<file path="src/rtl/uart_tx_arbiter.sv">
// -----------------------------------------------------------------------------
// uart_tx_arbiter
//
// Shares one uart_send transmitter between NUM_REQ byte producers. A pending
// request is arbitrated in IDLE, the winner's byte is latched onto tx_payload,
// tx_start is pulsed for one cycle, and no further grant is issued until a
// full UART frame plus a guard gap has elapsed. uart_send has no busy flag,
// so this block owns the frame timing.
//
// Build option:
//   UART_TX_ARB_FIXED_PRIO_EN  defined   -> fixed priority, lowest set req wins
//                              undefined -> round-robin starting after last_grant
//
// Ports:
//   clk          in   system clock, rising edge
//   rst          in   synchronous active-high reset
//   req          in   [NUM_REQ-1:0] level request per requester
//   req_data     in   [8*NUM_REQ-1:0] byte lanes, lane i = bits [8i+7:8i]
//   grant        out  [NUM_REQ-1:0] one-hot one-cycle pulse, lane's byte taken
//   tx_start     out  one-cycle start pulse to uart_send
//   tx_payload   out  [7:0] latched byte, stable from grant to next grant
//   busy         out  high from grant cycle through the end of the guard gap
//   dbg_state_o  out  [1:0] FSM state (0 IDLE, 1 LAUNCH, 2 WAIT)
//
// Handshake: a requester holds req high and its lane stable until it sees
// its grant bit. The byte is captured at the edge that raises grant. req
// still high after grant means another byte is pending; it is only looked at
// again once the FSM is back in IDLE. Dropping req before grant withdraws it.
// -----------------------------------------------------------------------------
module uart_tx_arbiter #(
    parameter int NUM_REQ      = 2,
    parameter int CLKS_PER_BIT = 104,
    parameter int FRAME_BITS   = 10,
    parameter int GUARD_CYCLES = 2
) (
    input  logic                   clk,
    input  logic                   rst,
    input  logic [NUM_REQ-1:0]     req,
    input  logic [8*NUM_REQ-1:0]   req_data,
    output logic [NUM_REQ-1:0]     grant,
    output logic                   tx_start,
    output logic [7:0]             tx_payload,
    output logic                   busy,
    output logic [1:0]             dbg_state_o
);

    localparam int FRAME_WIN = CLKS_PER_BIT * FRAME_BITS + GUARD_CYCLES;
    localparam int CW        = $clog2(FRAME_WIN);
    localparam int IW        = $clog2(NUM_REQ);

    localparam logic [CW-1:0] CNT_LAST = CW'(FRAME_WIN - 1);
    localparam logic [IW-1:0] LAST_RST = IW'(NUM_REQ - 1);

    typedef enum logic [1:0] {
        IDLE   = 2'd0,
        LAUNCH = 2'd1,
        WAIT   = 2'd2
    } state_t;

    state_t               state_q, state_d;
    logic [CW-1:0]        cnt_q, cnt_d;
    logic [IW-1:0]        last_q, last_d;
    logic [NUM_REQ-1:0]   grant_q, grant_d;
    logic                 tx_start_q, tx_start_d;
    logic [7:0]           payload_q, payload_d;
    logic                 busy_q, busy_d;

    // Arbitration result, valid whenever win_found is high.
    logic                 win_found;
    logic [IW-1:0]        win_idx;
    logic [IW-1:0]        cand_idx;
    logic [NUM_REQ-1:0]   win_onehot;
    logic [7:0]           win_data;

    always_comb begin
        win_found = 1'b0;
        win_idx   = last_q;
        cand_idx  = last_q;
`ifdef UART_TX_ARB_FIXED_PRIO_EN
        // Scan downward so the lowest set index is the last one written.
        for (int i = NUM_REQ - 1; i >= 0; i--) begin
            if (req[i]) begin
                win_found = 1'b1;
                win_idx   = IW'(i);
            end
        end
`else
        // Search upward from last_grant+1, wrapping; last_grant itself is
        // checked last so a lone requester is still re-granted.
        for (int k = 1; k <= NUM_REQ; k++) begin
            cand_idx = IW'((int'(last_q) + k) % NUM_REQ);
            if (!win_found && req[cand_idx]) begin
                win_found = 1'b1;
                win_idx   = cand_idx;
            end
        end
`endif
        win_onehot = NUM_REQ'(1) << win_idx;
        win_data   = req_data[int'(win_idx) * 8 +: 8];
    end

    always_comb begin
        state_d    = state_q;
        cnt_d      = cnt_q;
        last_d     = last_q;
        grant_d    = '0;
        tx_start_d = 1'b0;
        payload_d  = payload_q;
        busy_d     = busy_q;

        case (state_q)
            IDLE: begin
                busy_d = 1'b0;
                if (win_found) begin
                    grant_d   = win_onehot;
                    payload_d = win_data;
                    last_d    = win_idx;
                    busy_d    = 1'b1;
                    state_d   = LAUNCH;
                end
            end
            LAUNCH: begin
                tx_start_d = 1'b1;
                cnt_d      = '0;
                state_d    = WAIT;
            end
            WAIT: begin
                // Counter is 0 in the tx_start cycle; the window closes after
                // FRAME_WIN cycles counted from there.
                cnt_d = cnt_q + CW'(1);
                if (cnt_q == CNT_LAST) begin
                    cnt_d   = '0;
                    busy_d  = 1'b0;
                    state_d = IDLE;
                end
            end
            default: begin
                state_d = IDLE;
                busy_d  = 1'b0;
                cnt_d   = '0;
            end
        endcase
    end

    always_ff @(posedge clk) begin
        if (rst) begin
            state_q    <= IDLE;
            cnt_q      <= '0;
            last_q     <= LAST_RST;
            grant_q    <= '0;
            tx_start_q <= 1'b0;
            payload_q  <= 8'h00;
            busy_q     <= 1'b0;
        end else begin
            state_q    <= state_d;
            cnt_q      <= cnt_d;
            last_q     <= last_d;
            grant_q    <= grant_d;
            tx_start_q <= tx_start_d;
            payload_q  <= payload_d;
            busy_q     <= busy_d;
        end
    end

    assign grant       = grant_q;
    assign tx_start    = tx_start_q;
    assign tx_payload  = payload_q;
    assign busy        = busy_q;
    assign dbg_state_o = state_q;

endmodule

</file>
<file path="config.mk">
export PLATFORM = sky130hd
export DESIGN_NAME = uart_tx_arbiter
export DESIGN_NICKNAME = d
export VERILOG_FILES = /design/src/rtl/uart_tx_arbiter.sv
export SDC_FILE = /design/constraint.sdc
export NUM_CORES = 1
export LEC_CHECK = 0
export CORE_MARGIN = 1
export CORE_UTILIZATION = 40
export DETAILED_ROUTE_END_ITERATION = 10
export PLACE_DENSITY = 0.79
export SYNTH_ARGS = -nofsm -noshare
export SYNTH_HDL_FRONTEND = slang
export SYNTH_SLANG_ARGS = --single-unit
</file>
<file path="constraint.sdc">
create_clock -name clk -period 1.9 [get_ports clk]
set_input_delay 0.19 -clock clk [delete_from_list [all_inputs] [get_ports clk]]
set_output_delay 0.19 -clock clk [all_outputs]
set_load 0.05 [all_outputs]
</file>
Word-level counts from Yosys, hierarchy flattened
Cells that the tools add are included.
{"block": "word_totals", "register_bits": 26, "input_bits": 20, "output_inout_bits": 14}
{"block": "op_classes", "add_sub_neg": 3, "magnitude_cmp": 2, "n_eq_ne": 5, "shifts": 2, "n_mux": 17, "bitwise_logic": 3, "reduce_logical": 7}
{"op": "11-bit case mux with 2 select lines", "n": 1}
{"op": "16-bit by 5-bit variable part select with 8-bit output", "n": 1}
{"op": "11-bit by 1-bit adder with 11-bit output, second input constant", "n": 1}
{"op": "11-bit equality test, second input constant", "n": 1}
{"op": "1-bit two-way mux", "n": 11}
{"op": "11-bit two-way mux", "n": 1}
{"op": "2-bit case mux with 3 select lines", "n": 1}
{"op": "2-bit AND reduction", "n": 3}
{"op": "1-bit by 2-bit less-than comparator with 1-bit output, second input constant", "n": 2}
{"op": "2-bit two-way mux", "n": 2}
{"op": "2-bit != test, second input constant", "n": 2}
{"op": "1-bit inverter", "n": 3}
{"op": "1-bit case mux with 3 select lines", "n": 1}
{"op": "3-bit OR reduction", "n": 1}
{"op": "1-bit adder, second input constant", "n": 2}
{"op": "2-bit by 1-bit equality test with 1-bit output, second input constant", "n": 1}
{"op": "2-bit equality test, second input constant", "n": 1}
{"op": "2-bit logical NOT", "n": 1}
{"op": "1-bit by 1-bit left shift with 2-bit output, first input constant", "n": 1}
{"op": "1-bit logical AND", "n": 1}
{"op": "1-bit logical NOT", "n": 1}

Longest topological paths before layout
Gate-level depths: netlist of run 1.
{"block": "depth", "depth_word": 9, "mapped_depth": 7, "mapped_depth_nobuf": 6}

Worst setup path before layout of run 1
Ideal clock, no wire load.
{"block": "synth_timing", "kind": "register -> register", "from": "register state_q[1] (netlist: dbg_state_o[1])", "to": "register cnt_q[10]", "arrival_time_ns": 1.673, "required_ns": 1.826, "path_slack_ns": 0.153, "stages_incl_launch_ff": 6, "path_buffers": 1, "path_cell_list": "dfxtp_1 -> or3b_4 -> a31oi_4 -> buf_6 -> o31ai_1 -> a31oi_1"}
{"block": "synth_via", "elab_chain_len": 2, "elab_cells_between_ends": 3, "classes_between": "eq/ne: 1; mux: 1; reduce/logical: 1"}
{"item": "start: declaration", "line": "60", "rtl": "state_t state_q, state_d;"}
{"item": "start signal: assignment", "line": "155", "rtl": "state_q <= state_d;"}
{"item": "2-bit equality test / 2-bit logical NOT (equally long branches)", "line": "111", "rtl": "case (state_q)"}
{"item": "11-bit case mux with 2 select lines", "line": "111"}
{"item": "end signal: assignment", "line": "156", "rtl": "cnt_q <= cnt_d;"}
{"item": "end: declaration", "line": "61", "rtl": "logic [CW-1:0] cnt_q, cnt_d;"}
Several ways; a longest one is shown, not always the timed one.
A chain may end at the register's enable or synchronous reset.

Worst setup path after layout of run 1
{"block": "layout_timing", "from": "register busy_q (netlist: busy)", "to": "output busy"}
{"item": "start: declaration", "line": "66", "rtl": "logic busy_q, busy_d;"}
{"item": "start signal: assignment", "line": "161", "rtl": "busy_q <= busy_d;"}
{"item": "end: declaration", "line": "43", "rtl": "output logic busy,"}
No word-level cell between the ends.

==> metrics.txt, run 1 <==
status finished clean; Top delay family on crit path buffers and inverters; Fillers 250; flops & latches, synth 26; CTS tree built; H-tree Lvls 1; CTS buffer count 3; Sequential Power Share 44.9%; Internal 0.949 mW; Post-synth EDFFs 0; final worst slack 0.172 ns; Placed Cells 192; gr usage total 17.3%; Logic pwr share 26.9%; reg2reg end cnt_q[9]$_SDFFE_PP0P_; # DRC 0; largest area contributor in the netlist dfxtp_1; max cap viols 0; first-pass GRT wire length 4340 µm; Final Max Slew Viols 0; clock slew at reported path FFs 0.15 ns; RSZ-0062 raised after global routing false; post-route antenna net violation count 0; Unique masters post-synth 35; crit path max fanout 3; Detailed Route WL 2520 µm; initial detailed-routing violation count 15; routed via count 1,045; CP Launch Type register; r2r worst-path depth 5; Routed WL per cell 12.9 µm; Hold WC Path Type register to register; PwrDens 835 mW/mm²; Worst R2R Start cnt_q[0]$_SDFFE_PP0P_; syn_nets 148; actual slew at the worst max-slew pin 0.510 ns; final hold vios 0; R2R setup slack 0.18 ns; number of diodes 0; Critical Path Slowest Stage Cell clkdlybuf4s50_1; Layout Cells excl Fill 196; Layout area overhead 36.6%; Sw Share 29.8%; NetSw 0.403 mW; commonest cells in the netlist dfxtp_1, nand2_1, nor2_1; Main synth FF type dfxtp_1; design area 0.00162 mm²; post-synth top area share 43.9%; worst-skew pair later-pin latency 0.32 ns; NumNets Final 188; CP bufs+invs 1; clock share of power 28.1%; final worst path period need 1.73 ns; initial antenna violation count 0; IO Port Bufs 33; CTS Hold Buffers Added 0; DPL Wire Length 1970 µm; critical path class register to primary output; DIE AREA 0.00318 mm²; max_slew headroom 65.9%; # IOs 34; number of global-route vias before repair 1,044; Post-Synthesis Cells 126; CP Data Arrival Time 1.54 ns; final setup vio count 0; Reg area 520 µm²; hold slack 0.472 ns; YS warnings 0; Die X 56.4 µm; worst path required time 1.71 ns; Final GP Congestion 0.777; Die Height 56.4 µm; placed standard-cell area 0.00156 mm²; Tcrit/Tclk final 90.9%; f_max 579 MHz; crit-path cells clkdlybuf4s50_1; Vias per Instance 5.33; dpl ws 0.114 ns; Post-synth ARST share 0%; Seq/Total Area, Yosys 43.9%; top post-synthesis cells by area dfxtp_1, mux2i_1, nand2_1; worst vdd ir 0.840 mV; most common cell in the synthesized netlist dfxtp_1; Initial Util 42.6%; Multi-input gate area 609 µm²; start point of the worst hold path tx_payload[6]$_SDFFE_PP0P_; Sum Neg Setup Slack 0 ns; Remaining Overflow, GRT 0; CP max stage delay 0.82 ns; Bufs on Longest Clock Path 2; Final Skew 0.00771 ns; Hold Path Depth 2; largest net degree at the start of global routing 16; Leak 0.632 nW; Core ar. 0.00278 mm²; Hold EP tx_payload[6]$_SDFFE_PP0P_; drt first pass iters 4; clk sink count 26; share of cells above drive strength 1 10.3%; row count 19; Avg Inst Size Synth 9.40 µm²; Worst setup EP type primary output; cell area after synthesis 0.00118 mm²; CTS root buf clkbuf_4
## worst max-delay path by stage
stage                                        end                   startpoint  slack (ns)  cells past startpoint
after floorplan           cnt_q[10]$_SDFFE_PP0P_  dbg_state_o[1]$_SDFFE_PP0P_        0.15                      5
after global placement    cnt_q[10]$_SDFFE_PP0P_                          rst        0.19                      5
after detailed placement  cnt_q[10]$_SDFFE_PP0P_                          rst        0.11                      5
after CTS                         dbg_state_o[1]  dbg_state_o[1]$_SDFFE_PP0P_        0.04                      1
after global routing       cnt_q[9]$_SDFFE_PP0P_        cnt_q[0]$_SDFFE_PP0P_        0.07                      5
final                                       busy            busy$_SDFFE_PP0P_        0.17                      1
## logic make-up (layout without fill, tap and decap cells)
family | after synthesis | in the layout | synth area share, %
adders and majority gates | 2 | 2 | 2.11
xor gates and xnor gates | 3 | 3 | 2.22
muxes | 10 | 10 | 8.55
buffers and inverters | 10 | 49 | 4.65
AOI/OAI and AO/OA | 33 | 33 | 19.1
DFF | 26 | 26 | 43.9
and+or+nand+nor | 42 | 42 | 19.4
## routing by layer
layer  global-route usage [%]  part of all wire (%)
met2                     29.9                    48
met1                     19.6                    44
met4                     4.88                  0.67
met3                     6.68                   6.8
met5                        0                     0
## layout make-up
class                      count  area share, %
multi-input combinational     90           37.6
inverter                       6           1.39
tap                           31           2.40
sequential                    26           32.1
clock buffer                   3           1.39
clock inverter                 1           1.85
timing repair buffer          39           23.2
## registers in the layout, indices dropped and copies added (netlist names)
| register | cells |
|---|---|
| last_q | 1 |
| tx_start | 1 |
| cnt_q | 11 |
| dbg_state_o | 2 |
| busy | 1 |
| grant | 2 |
| tx_payload | 8 |
## stage by stage
step | power [mW] | utilization [%]
floorplan | 0.846 | -
CTS | 1.36 | 58.1
finish | 1.35 | 58.2
global placement | 0.976 | 56.2
detailed placement | 0.984 | 56.2
global route | 1.41 | 58.2
## repair_timing
item                                   CTS  global route
endpoints found under the hold margin    0             0
setup endpoints to repair                0             1
gates resized for setup                  0             1
buffers inserted                         0             0
## power groups by stage
stage                     Clock, mW  Combinational [mW]  Sequential (mW)
final                         0.380               0.364            0.608
after detailed placement          0               0.365            0.620
after global routing          0.413               0.387            0.613
after floorplan                   0               0.116            0.730
after global placement            0               0.358            0.618
after CTS                     0.386               0.366            0.608
## placed cells by master (no fill, tap or decap)
| master | instances |
|---|---|
| nand3_1 | 4 |
| bufinv_16 | 1 |
| and3_1 | 1 |
| a22oi_1 | 2 |
| nor2_1 | 10 |
| dlymetal6s2s_1 | 1 |
| a31oi_1 | 5 |
| a21oi_1 | 8 |
| nor3_1 | 3 |
| nor2b_1 | 1 |
| o21ai_1 | 2 |
| xnor2_1 | 3 |
| buf_4 | 7 |
| mux2_2 | 1 |
| nand2b_1 | 2 |
| ha_1 | 2 |
| or2_2 | 1 |
| a41oi_1 | 1 |
| nor4b_4 | 1 |
| o21ai_0 | 8 |
| and2_1 | 1 |
| a31oi_4 | 1 |
| dfxtp_1 | 26 |
| a22o_1 | 2 |
| clkdlybuf4s50_1 | 31 |
| o311a_1 | 1 |
| o31ai_1 | 1 |
| a311oi_2 | 1 |
| mux2i_1 | 9 |
| nand2_1 | 11 |
| or3_1 | 1 |
| nand4_1 | 3 |
| nor4_1 | 1 |
| or3b_4 | 1 |
| inv_1 | 6 |
| and4bb_1 | 1 |
| clkbuf_4 | 3 |
| a221o_1 | 1 |
Power figures use the tool's default switching activity.
==> run 2, diff against run 1 <==
CTS_CLUSTER_DIAMETER = 200   (was default)
==> results of run 2 <==
Same layout as run 1: the final DEF is identical, and so are final timing and power.
